===== src/rtl/bg_pkg.sv =====
// rtl/bg_pkg.sv - shared types and helpers for the background-object scheduler
package bg_pkg;

    typedef enum logic [1:0] {
        ST_IDLE   = 2'd0,
        ST_RUN    = 2'd1,
        ST_FROZEN = 2'd2
    } sched_state_t;

    localparam int CD_W = 5;

    // Full-resolution spawn position; callers keep the low 10-CONV bits.
    function automatic logic [9:0] spawn_pos_full(input logic [7:0] rng);
        return {5'b11111, rng[6:2]};
    endfunction

endpackage


===== src/rtl/bg_slot.sv =====
// rtl/bg_slot.sv - one background-object slot: position/valid pair with scroll and retire
module bg_slot #(
    parameter int W     = 10,
    parameter int SPEED = 1
) (
    input  logic         clk,
    input  logic         rst_n,
    input  logic         clear,
    input  logic         scroll,
    input  logic         load,
    input  logic [W-1:0] load_pos,
    output logic [W-1:0] pos,
    output logic         valid
);

    always_ff @(posedge clk or negedge rst_n) begin
        if (!rst_n) begin
            pos   <= '0;
            valid <= 1'b0;
        end else if (clear) begin
            pos   <= '0;
            valid <= 1'b0;
        end else if (load) begin
            pos   <= load_pos;
            valid <= 1'b1;
        end else if (scroll && valid) begin
            // A slot that cannot take a full step retires instead of wrapping.
            if (pos >= W'(SPEED)) begin
                pos <= pos - W'(SPEED);
            end else begin
                pos   <= '0;
                valid <= 1'b0;
            end
        end
    end

endmodule


===== src/rtl/bg_object_scheduler.sv =====
// rtl/bg_object_scheduler.sv - spawns, scrolls and retires background objects on game_tick
module bg_object_scheduler
    import bg_pkg::*;
#(
    parameter int CONV    = 0,
    parameter int NSLOTS  = 3,
    parameter int MIN_GAP = 8,
    parameter int SPEED   = 1
) (
    input  logic                     clk,
    input  logic                     rst_n,
    input  logic                     game_tick,
    input  logic                     game_start,
    input  logic                     game_over,
    input  logic [7:0]               rng,
    output logic [NSLOTS*(10-CONV)-1:0] obj_pos,
    output logic [NSLOTS-1:0]        obj_valid,
    output logic                     spawn_pulse,
    output logic [1:0]               sched_state
);

    localparam int W = 10 - CONV;

    sched_state_t    state;
    logic [CD_W-1:0] cooldown;
    logic [CD_W-1:0] cd_reload;
    logic [9:0]      spawn_full;
    logic [W-1:0]    spawn_pos;
    logic            any_free;
    logic [1:0]      free_idx;
    logic            start_run;
    logic            tick_run;
    logic            spawn;
    logic            unused_rng;

    assign unused_rng = rng[7];

    // game_over wins over a coincident tick, so a frozen frame never moves.
    assign start_run  = game_start && (state != ST_RUN);
    assign tick_run   = game_tick && (state == ST_RUN) && !game_over;
    assign spawn      = tick_run && (cooldown == '0) && any_free;
    assign spawn_full = spawn_pos_full(rng);
    assign spawn_pos  = spawn_full[W-1:0];
    assign cd_reload  = CD_W'(MIN_GAP) + {1'b0, rng[3:0]};
    assign sched_state = state;

    always_comb begin
        any_free = 1'b0;
        free_idx = 2'd0;
        for (int i = NSLOTS - 1; i >= 0; i--) begin
            if (!obj_valid[i]) begin
                any_free = 1'b1;
                free_idx = 2'(i);
            end
        end
    end

    for (genvar g = 0; g < NSLOTS; g++) begin : g_slot
        bg_slot #(
            .W     (W),
            .SPEED (SPEED)
        ) u_slot (
            .clk      (clk),
            .rst_n    (rst_n),
            .clear    (start_run),
            .scroll   (tick_run),
            .load     (spawn && (free_idx == 2'(g))),
            .load_pos (spawn_pos),
            .pos      (obj_pos[g*W +: W]),
            .valid    (obj_valid[g])
        );
    end

    always_ff @(posedge clk or negedge rst_n) begin
        if (!rst_n) begin
            state       <= ST_IDLE;
            cooldown    <= '0;
            spawn_pulse <= 1'b0;
        end else begin
            spawn_pulse <= spawn;

            case (state)
                ST_IDLE:   if (game_start) state <= ST_RUN;
                ST_RUN:    if (game_over)  state <= ST_FROZEN;
                ST_FROZEN: if (game_start) state <= ST_RUN;
                default:   state <= ST_IDLE;
            endcase

            // With every slot busy the cooldown parks at zero until one frees up.
            if (start_run) begin
                cooldown <= CD_W'(MIN_GAP);
            end else if (tick_run) begin
                if (cooldown != '0) begin
                    cooldown <= cooldown - 1'b1;
                end else if (any_free) begin
                    cooldown <= cd_reload;
                end
            end
        end
    end

endmodule

===== config.mk =====
export PLATFORM = sky130hd
export DESIGN_NAME = bg_object_scheduler
export DESIGN_NICKNAME = d
export VERILOG_FILES = /design/src/rtl/bg_pkg.sv /design/src/rtl/bg_slot.sv /design/src/rtl/bg_object_scheduler.sv
export SDC_FILE = /design/constraint.sdc
export NUM_CORES = 1
export LEC_CHECK = 0
export CORE_ASPECT_RATIO = 1.2
export CORE_MARGIN = 2
export CORE_UTILIZATION = 50
export CTS_CLUSTER_DIAMETER = 60
export DETAILED_ROUTE_END_ITERATION = 12
export PLACE_DENSITY = 0.77
export SLEW_MARGIN = 0
export SYNTH_ARGS = -nofsm -noshare
export SYNTH_HDL_FRONTEND = slang
export SYNTH_HIERARCHICAL = 1
export SYNTH_SLANG_ARGS = --single-unit
export TNS_END_PERCENT = 30

===== constraint.sdc =====
create_clock -name clk -period 2.51 [get_ports clk]
set_input_delay 0.3765 -clock clk [delete_from_list [all_inputs] [get_ports clk]]
set_output_delay 0.3765 -clock clk [all_outputs]
set_load 0.01 [all_outputs]

# Word level (Yosys, flattened, before mapping)

Cells that the tools add are included.
W data, S select, Z words.

Multiplexer cells: 37
Eq/ne operators: 10
Reduce and logical (&&, ||, !) cells: 27
$add $sub $neg: 5
Magnitude comparators: 3

Operators with widths:

| cell                    | number |
|---|---|
| $mux W10                | 12 |
| $ge A10 B1 Y1 const B   | 3 |
| $sub A10 B1 Y10 const B | 3 |
| $mux W5                 | 4 |
| $mux W1                 | 15 |
| $reduce_bool A3 Y1      | 4 |
| $logic_and A1 B1 Y1     | 11 |
| $mux W2                 | 5 |
| $reduce_and A2 Y1       | 5 |
| $ne A3 B2 Y1 const B    | 2 |
| $add A4 B4 Y5 const A   | 1 |
| $logic_not A5 Y1        | 1 |
| $reduce_bool A5 Y1      | 1 |
| $sub A5 B1 Y5 const B   | 1 |
| $eq A2 B1 Y1 const B    | 2 |
| $eq A2 B2 Y1 const B    | 2 |
| $logic_not A2 Y1        | 2 |
| $ne A2 B1 Y1 const B    | 2 |
| $pmux W2 S2             | 1 |
| $ne A3 B1 Y1 const B    | 1 |
| $ne A2 B2 Y1 const B    | 1 |
| $reduce_bool A2 Y1      | 1 |
| $reduce_or A2 Y1        | 1 |
| $logic_not A1 Y1        | 1 |

Input port bits: 13
Register bits after elaboration: 41
Word-level logic and storage cells: 91

# Longest topological paths before layout

Gate-level depths: netlist (run 1).

Word-level depth: 8
Depth in mapped cells: 10

# Cells and area by module

The synthesis (run 1) kept the hierarchy.

Modules (own cells, without submodules):

| module              | instances | cells each | sequential area each (µm²) | area each (µm²) |
|---|---|---|---|---|
| bg_slot             | 3         | 74         | 275.3                      | 729.4 |
| bg_object_scheduler | 1         | 56         | 200.2                      | 524.3 |

# Least setup slack after synthesis (run 1)

OpenSTA, ideal clock, no wires.

Path kind: reg2reg
From: reg cooldown[0]
To: reg g_slot[2].u_slot.pos[3]
Setup slack: 309 ps
Data required time: 2368 ps
Library setup time: 142 ps
Arrival time: 2058 ps
Cell stages (with the launch flop): 11
Path buffers: 1
Path through: dfrtp_1 inv_1 ha_1 nor4b_4 nand3_1 nor3b_1 buf_2 inv_1 and3_1 a21oi_1 o32ai_2

Cells in the longest elaborated chain, start to end: 6
Elaborated cells on any way between the ends: 7
Those cells by class: mux: 2; reduce/logical: 5

Ends and longest elaborated chain:

| element                             | RTL line                  | RTL |
|---|---|---|
| from (decl)                         | bg_object_scheduler.sv:25 | `logic [CD_W-1:0] cooldown;` |
| from (signal assigned)              | bg_object_scheduler.sv:91 | `cooldown <= CD_W'(MIN_GAP);` |
| from (signal assigned)              | bg_object_scheduler.sv:94 | `cooldown <= cooldown - 1'b1;` |
| from (signal assigned)              | bg_object_scheduler.sv:96 | `cooldown <= cd_reload;` |
| $logic_not A5 Y1 *                  | bg_object_scheduler.sv:41 | `assign spawn = tick_run && (cooldown == '0) && any_free;` |
| $logic_and A1 B1 Y1 * (2 in series) | bg_object_scheduler.sv:41 |  |
| $logic_and A1 B1 Y1 *               | bg_object_scheduler.sv:67 | `.load (spawn && (free_idx == 2'(g))),` |
| $mux W10                            | bg_slot.sv:23             | `end else if (load) begin` |
| $mux W10                            | bg_slot.sv:20             | `end else if (clear) begin` |
| to (signal assigned)                | bg_slot.sv:24             | `pos <= load_pos;` |
| to (signal assigned)                | bg_slot.sv:29             | `pos <= pos - W'(SPEED);` |
| to (decl)                           | bg_slot.sv:12             | `output logic [W-1:0] pos,` |

Mark *: on every way between the ends. The rest lies on a longest branch, timed or not.
A chain may end at the register's enable or synchronous reset.

# Worst setup path after layout (run 1)

Ends and elaborated chain as after synthesis.

==> results.yml, run 1 <==
status:
  outcome: "completed"
timing:
  fin_setup_tns_ns: 0
  finalMaxSlewViolations: 0
  worst-slew-pin-transition_ns: 0.950
  period_minus_slack_ns: 2.36
  relSlewSlack_pct: 36.7
  finalHoldViolations: 0
  layout_worst_path_cycle_share_pct: 94.0
  fin_hold_ws_ns: 0.214
  max_freq_mhz: 424
  setup_viol: 0
  fin_skew_ns: 0.00679
  grt_setup_unrepaired: "false"
cts:
  tritoncts: "built"
  cts_setup_buffers: 0
  cts_htree_levels: 2
  post_cts.resized_instances: 0
  number_of_buffers_inserted_during_clock_tree_synthesis: 5
  clk_pin_slew_ns: 0.09
  root_buffer: "clkbuf_8"
  cts.sink_count: 41
  maximum_clock_insertion_buffer_count: 2
  clkLatencyLatePin_ns: 0.30
  number_of_hold_buffers_added_after_cts: 0
setup_path:
  critPathTopFamily: "simple AND/OR/NAND/NOR gates"
  rr_endpoint: "g_slot[2].u_slot/pos[3]"
  number_of_buffers_and_inverters_on_the_critical_path: 2
  reg2reg_setup_slack_ns: 0.15
  crit_path_top_delay_cell: "dfrtp_1"
  setup.worst_path.end_class: "flop"
  reg2reg_from: "cooldown[0]"
  timing.critical_path.fanout_max: 8
  crit_path_start_kind: "flop"
  path_class: "reg2reg"
  worstSetupPathDepth: 9
  cp_cell_sequence: "inv_1 -> ha_1 -> nor4b_4 -> nand3_1 -> nor3b_1 -> inv_1 -> and3_1 -> a21oi_1 -> o32ai_2"
  number_of_cells_on_the_worst_reg_to_reg_path: 9
  critPathMaxStageDelay_ns: 0.42
  worst_ep_arrival_time_ns: 2.53
  timing.critical_path.mode_cell: "inv_1"
  setup.worst_path.start: "cooldown[0]"
  timing.critical_path.required_ns: 2.68
  critPathCapture: "g_slot[2].u_slot/pos[3]"
placement:
  place_hpwl_um: 4630
  globalplace.congestion: 0.836
  port-buffer-count: 47
synthesis:
  postSynthAreaPerCell_sq_um: 9.76
  synthXorXnorAreaFrac_pct: 0.969
  synthDominantCellAreaShare_pct: 37.8
  synth-async-reset-ratio_pct: 100
  largest_family_of_logic_cells_by_synthesized_area: "compound AO/OA/AOI/OAI gates"
  post_synth_inst_count: 278
  yosysUniqueCellTypes: 51
  total_standard_cell_area_after_synthesis_sq_mm: 0.00271
  seq_area_frac_synth_pct: 37.8
  synth_most_common_cell: "dfrtp_1"
  synth-compound-area-share_pct: 26.2
  synth_seq_cells: 41
  synth.mux.area_fraction_pct: 1.52
  synthTopCellsByArea: "dfrtp_1 38%, o32ai_2 3.6%, ha_1 3.2%"
  synth-warning-count: 6
  synth-edff-count: 0
  adder_cell_area_share_of_the_yosys_netlist_pct: 3.23
  synth_top_cell_by_area: "dfrtp_1"
  synth_common_cells: "41 x dfrtp_1, 23 x nor2_1, 16 x inv_1, 15 x nand2_1, 12 x a21oi_1"
  synth-simple-area-share_pct: 24.6
  synth_top_flop_cell: "dfrtp_1"
power_and_ir_drop:
  worst_ir_drop_vdd_mv: 0.378
  power.static_leakage_nw: 1.37
  powerDensity_mw_per_mm2: 482
die:
  area_enclosed_by_the_die_boundary_sq_mm: 0.00603
  die-height_um: 84.7
  start_util_pct: 51.6
  rows: 29
  design.core.area_sq_mm: 0.00526
  io_pins: 49
  die_w_um: 71.2
job:
  max_cap_viols: 0
worst_hold_path:
  worst_hold_path_type: "in2async"
global_route:
  grt_use_total_pct: 22.0
  number_of_antenna_violations_at_the_first_check_in_global_routing: 0
  grt_first_pass_wirelength_um: 10800
  gr-total-overflow: 0
  pin_count_of_the_biggest_net_entering_global_routing: 42
  grt_pass1_vias: 2213
route:
  detail_route.first_pass.iterations: 4
  wire_per_inst_um: 16.2
  vias_per_cell: 6.00
  via_total_after_detailed_routing: 2430
  drc_errors: 0
  routed_wl_um: 6540
  dr.first_iter.drc_count: 221
  ant_nets: 0
final_layout:
  nets: 362
  layout_cells_sized_above_1_pct: 14.3
  antenna_diode_instance_count: 0
  area.growth.synth_to_final_pct: 25.7
==> cells in the final DEF, fill, tap and decap left out, drive strengths merged, types with 5 or more instances in the layout <==
| cell | instances |
|---|---|
| clkdlybuf4s50 | 46 |
| dfrtp | 41 |
| nor2 | 23 |
| inv | 16 |
| nand2 | 15 |
| conb | 15 |
| nor3 | 14 |
| a21oi | 12 |
| o32ai | 12 |
| buf | 11 |
| and2 | 10 |
| o31ai | 9 |
| nand3 | 8 |
| and3 | 7 |
| a311oi | 7 |
| ha | 7 |
| clkbuf | 7 |
| a31oi | 6 |
| nand4 | 6 |
| a32oi | 6 |
| nand2b | 6 |
| o211ai | 5 |
==> worst min-delay path by stage <==
stage / end / depth (start not counted) / slack, ns / startpoint
floorplan: cooldown[0] / 0 / 0.08 / rst_n
detailed placement: cooldown[0] / 1 / 0.52 / cooldown[0]
global route: g_slot[0].u_slot/pos[6] / 1 / 0.30 / rst_n
CTS: g_slot[0].u_slot/pos[5] / 1 / 0.26 / rst_n
finish: g_slot[0].u_slot/pos[8] / 1 / 0.21 / rst_n
global placement: cooldown[0] / 1 / 0.52 / cooldown[0]
==> registers in the layout (all words and copies together), names as in the netlist <==
signal and cells:
spawn_pulse 1, sched_state 2, g_slot.u_slot/valid 3, cooldown 5, g_slot.u_slot/pos 30
==> cells by family (layout without fill, tap and decap cells) <==
logic type / after synthesis / after routing
multiplexers: 4 / 4
other: 1 / 15
AO/OA/AOI/OAI: 83 / 83
XOR/XNOR: 3 / 3
flip-flops: 41 / 41
adder cells (fa/ha/maj): 7 / 7
buffers and inverters: 30 / 81
AND/OR/NAND/NOR: 109 / 109
==> layer usage <==
layer | up-vias | share of wire [%] | track usage [%]
met5 | - | 0 | 0
met4 | 0 | 1.1 | 6.35
met3 | 8 | 3.8 | 3.24
met2 | 62 | 48 | 35.4
met1 | 1180 | 47 | 30.8
li1 | 1180 | - | -
==> through the flow <==
step | worst slack, ns | total power (W) | util (%) | area [sq um] | instances
2_1_floorplan | 0.309 | 0.000965 | - | 2770 | 292
3_3_place_gp | 0.113 | 0.00108 | 62.6 | 3290 | 397
3_5_place_dp | 0.0593 | 0.00108 | 62.6 | 3290 | 397
4_1_cts | 0.214 | 0.00166 | 64.8 | 3410 | 405
5_1_grt | 0.0313 | 0.00172 | 64.8 | 3410 | 405
6_report | 0.150 | 0.00164 | 64.8 | 3410 | 405
==> power by group <==
group	internal, W	switching [W]
combinational	0.000159	0.000183
clock	0.000325	0.000246
sequential	0.000688	0.0000430
==> worst register-to-register path, cell delays in order, from the launching register on <==
cell and delay [ns]:
dfrtp_1 0.42, inv_1 0.07, ha_1 0.25, nor4b_4 0.24, nand3_1 0.14, nor3b_1 0.38, inv_1 0.23, and3_1 0.22
a21oi_1 0.17, o32ai_2 0.11
==> final cells by class <==
class                      instances  area [sq um]
clock inverter                     1          30.0
inverter                          16          60.1
multi-input combinational        221          1590
sequential                        41          1030
fill                             434          1850
tap                               62          77.6
clock buffer                       7          86.3
timing repair buffer              57           541
Note: power is estimated with default switching activity, not from simulation.
==> run 2, diff against run 1 <==
- CORE_ASPECT_RATIO: 1.2 -> 1.25
- CTS_CLUSTER_SIZE: default -> 16
==> run 2 against run 1 <==
Clock skew down 0.0035 ns. Die area is essentially flat. Worst setup slack improved by 0.14 ns. Critical path type unchanged. Wire length increased by 5.3%.
==> results.yml, run 2 (synthesized netlist as in run 1, its figures left out) <==
cts:
  maximum_clock_insertion_buffer_count: 2
  clkLatencyLatePin_ns: 0.30
  cts_htree_levels: 2
  number_of_hold_buffers_added_after_cts: 0
  root_buffer: "clkbuf_8"
  tritoncts: "built"
  cts_setup_buffers: 0
  number_of_buffers_inserted_during_clock_tree_synthesis: 5
  clk_pin_slew_ns: 0.08
  post_cts.resized_instances: 0
  cts.sink_count: 41
route:
  detail_route.first_pass.iterations: 4
  dr.first_iter.drc_count: 152
  wire_per_inst_um: 16.8
  vias_per_cell: 6.03
  ant_nets: 0
  drc_errors: 0
  via_total_after_detailed_routing: 2467
  routed_wl_um: 6890
power_and_ir_drop:
  share_seq_of_total_power_pct: 46.2
  powerDensity_mw_per_mm2: 463
  power.net_switching_w: 0.000478
  power.share.clock_pct: 31.7
  share_of_total_power_in_combinational_logic_pct: 22.2
  internal_power_w: 0.00110
  switching_share_pct: 30.2
  power.static_leakage_nw: 1.37
  worst_ir_drop_vdd_mv: 0.245
placement:
  placement_setup_slack_ns: 0.0858
  globalplace.congestion: 0.863
  place_hpwl_um: 4890
  port-buffer-count: 47
final_layout:
  commonest_cells_after_routing_fill_and_taps_aside: "46 x clkdlybuf4s50_1, 41 x dfrtp_1, 23 x nor2_1"
  nFillCells: 440
  largest_register_ff_count: 30
  nets: 364
  antenna_diode_instance_count: 0
  layout_cells_sized_above_1_pct: 15.4
  utilization_of_the_core_after_routing_pct: 64.1
  area.growth.synth_to_final_pct: 26.0
  top_register: "g_slot.u_slot/pos"
  most_common_cell_after_layout_fill_and_taps_aside: "clkdlybuf4s50_1"
  registers_with_the_most_flip_flops: "g_slot.u_slot/pos: 30 flops, cooldown: 5 flops, g_slot.u_slot/valid: 3 flops"
timing:
  fin_setup_tns_ns: 0
  grt_setup_unrepaired: "false"
  worst-slew-pin-transition_ns: 0.946
  postLayoutSetupSlackWorst_ns: 0.289
  fin_skew_ns: 0.00330
  relSlewSlack_pct: 36.9
  finalMaxSlewViolations: 0
  setup_viol: 0
  max_freq_mhz: 450
  finalHoldViolations: 0
  period_minus_slack_ns: 2.22
  layout_worst_path_cycle_share_pct: 88.5
die:
  area_enclosed_by_the_die_boundary_sq_mm: 0.00603
  design.core.area_sq_mm: 0.00533
  die-height_um: 86.4
  rows: 30
  die_w_um: 69.9
  io_pins: 49
  start_util_pct: 50.9
setup_path:
  worst_ep_arrival_time_ns: 2.40
  critPathTopFamily: "simple AND/OR/NAND/NOR gates"
  critPathMaxStageDelay_ns: 0.42
  crit_path_start_kind: "flop"
  cp_cell_sequence: "inv_1 -> ha_1 -> nor4b_4 -> nand3_1 -> nor2_1 -> inv_1 -> and3_1 -> a21oi_1 -> o32ai_2"
  timing.critical_path.fanout_max: 8
  setup.worst_path.end_class: "flop"
  number_of_buffers_and_inverters_on_the_critical_path: 2
  path_class: "reg2reg"
  timing.critical_path.mode_cell: "inv_1"
  crit_path_top_delay_cell: "dfrtp_1"
  timing.critical_path.required_ns: 2.69
global_route:
  grt_first_pass_wirelength_um: 11300
  pin_count_of_the_biggest_net_entering_global_routing: 42
  grt_pass1_vias: 2422
  grt_use_total_pct: 23.0
  number_of_antenna_violations_at_the_first_check_in_global_routing: 0
  gr-total-overflow: 0
worst_hold_path:
  worst_hold_path_type: "in2async"
status:
  outcome: "completed"
job:
  max_cap_viols: 0
==> run 2: changes by cell type in the layout (fill, tap and decap cells not counted), sizes merged <==
cell / change
bufinv: -1
buf: +2
clkinv: +1
==> run 2: per-layer routing <==
layer | vias to the layer above | GRT usage (%) | part of all wire (%)
li1 | 1190 | - | -
met2 | 65 | 39.1 | 50
met3 | 11 | 3.02 | 4.0
met1 | 1201 | 29.6 | 44
met4 | 0 | 9.79 | 1.9
met5 | - | 0 | 0
==> run 2: stage by stage <==
| step | total power, W | area [sq um] | hold WS [ns] | cells |
|---|---|---|---|---|
| 2_1_floorplan | 0.000965 | 2770 | 0.0809 | 292 |
| 3_3_place_gp | 0.00109 | 3310 | 0.515 | 401 |
| 3_5_place_dp | 0.00109 | 3310 | 0.533 | 401 |
| 4_1_cts | 0.00159 | 3410 | 0.255 | 409 |
| 5_1_grt | 0.00165 | 3420 | 0.302 | 409 |
| 6_report | 0.00158 | 3420 | 0.220 | 409 |
==> run 2: final timing paths <==
path	start	end	slack [ns]	depth (start not counted)
worst max-delay path	cooldown[0]	g_slot[1].u_slot/pos[3]	0.29	9
worst min-delay path	rst_n	cooldown[2]	0.22	1
worst max register to register	cooldown[0]	g_slot[1].u_slot/pos[3]	0.29	9
worst min register to register	sched_state[0]	sched_state[1]	0.54	1
max in group asynchronous	rst_n	g_slot[0].u_slot/pos[2]	1.70	1
min in group clk	sched_state[0]	sched_state[1]	0.54	1
==> run 2: power by group through the flow <==
stage	combinational (W)	clock, W	sequential [W]
finish	0.000351	0.000501	0.000731
global route	0.000379	0.000532	0.000735
CTS	0.000351	0.000509	0.000730
detailed placement	0.000350	0	0.000743
global placement	0.000343	0	0.000742
floorplan	0.000224	0	0.000741
==> run 2: cell type report <==
type                            count  area (sq um)  area share (%)
Timing Repair Buffer               59           556            16.3
Clock inverter                      1          5.00           0.146
Clock buffer                        7          96.3            2.82
Sequential cell                    41          1030            30.0
Multi-Input combinational cell    221          1590            46.6
Tap cell                           64          80.1            2.34
Inverter                           16          60.1            1.76
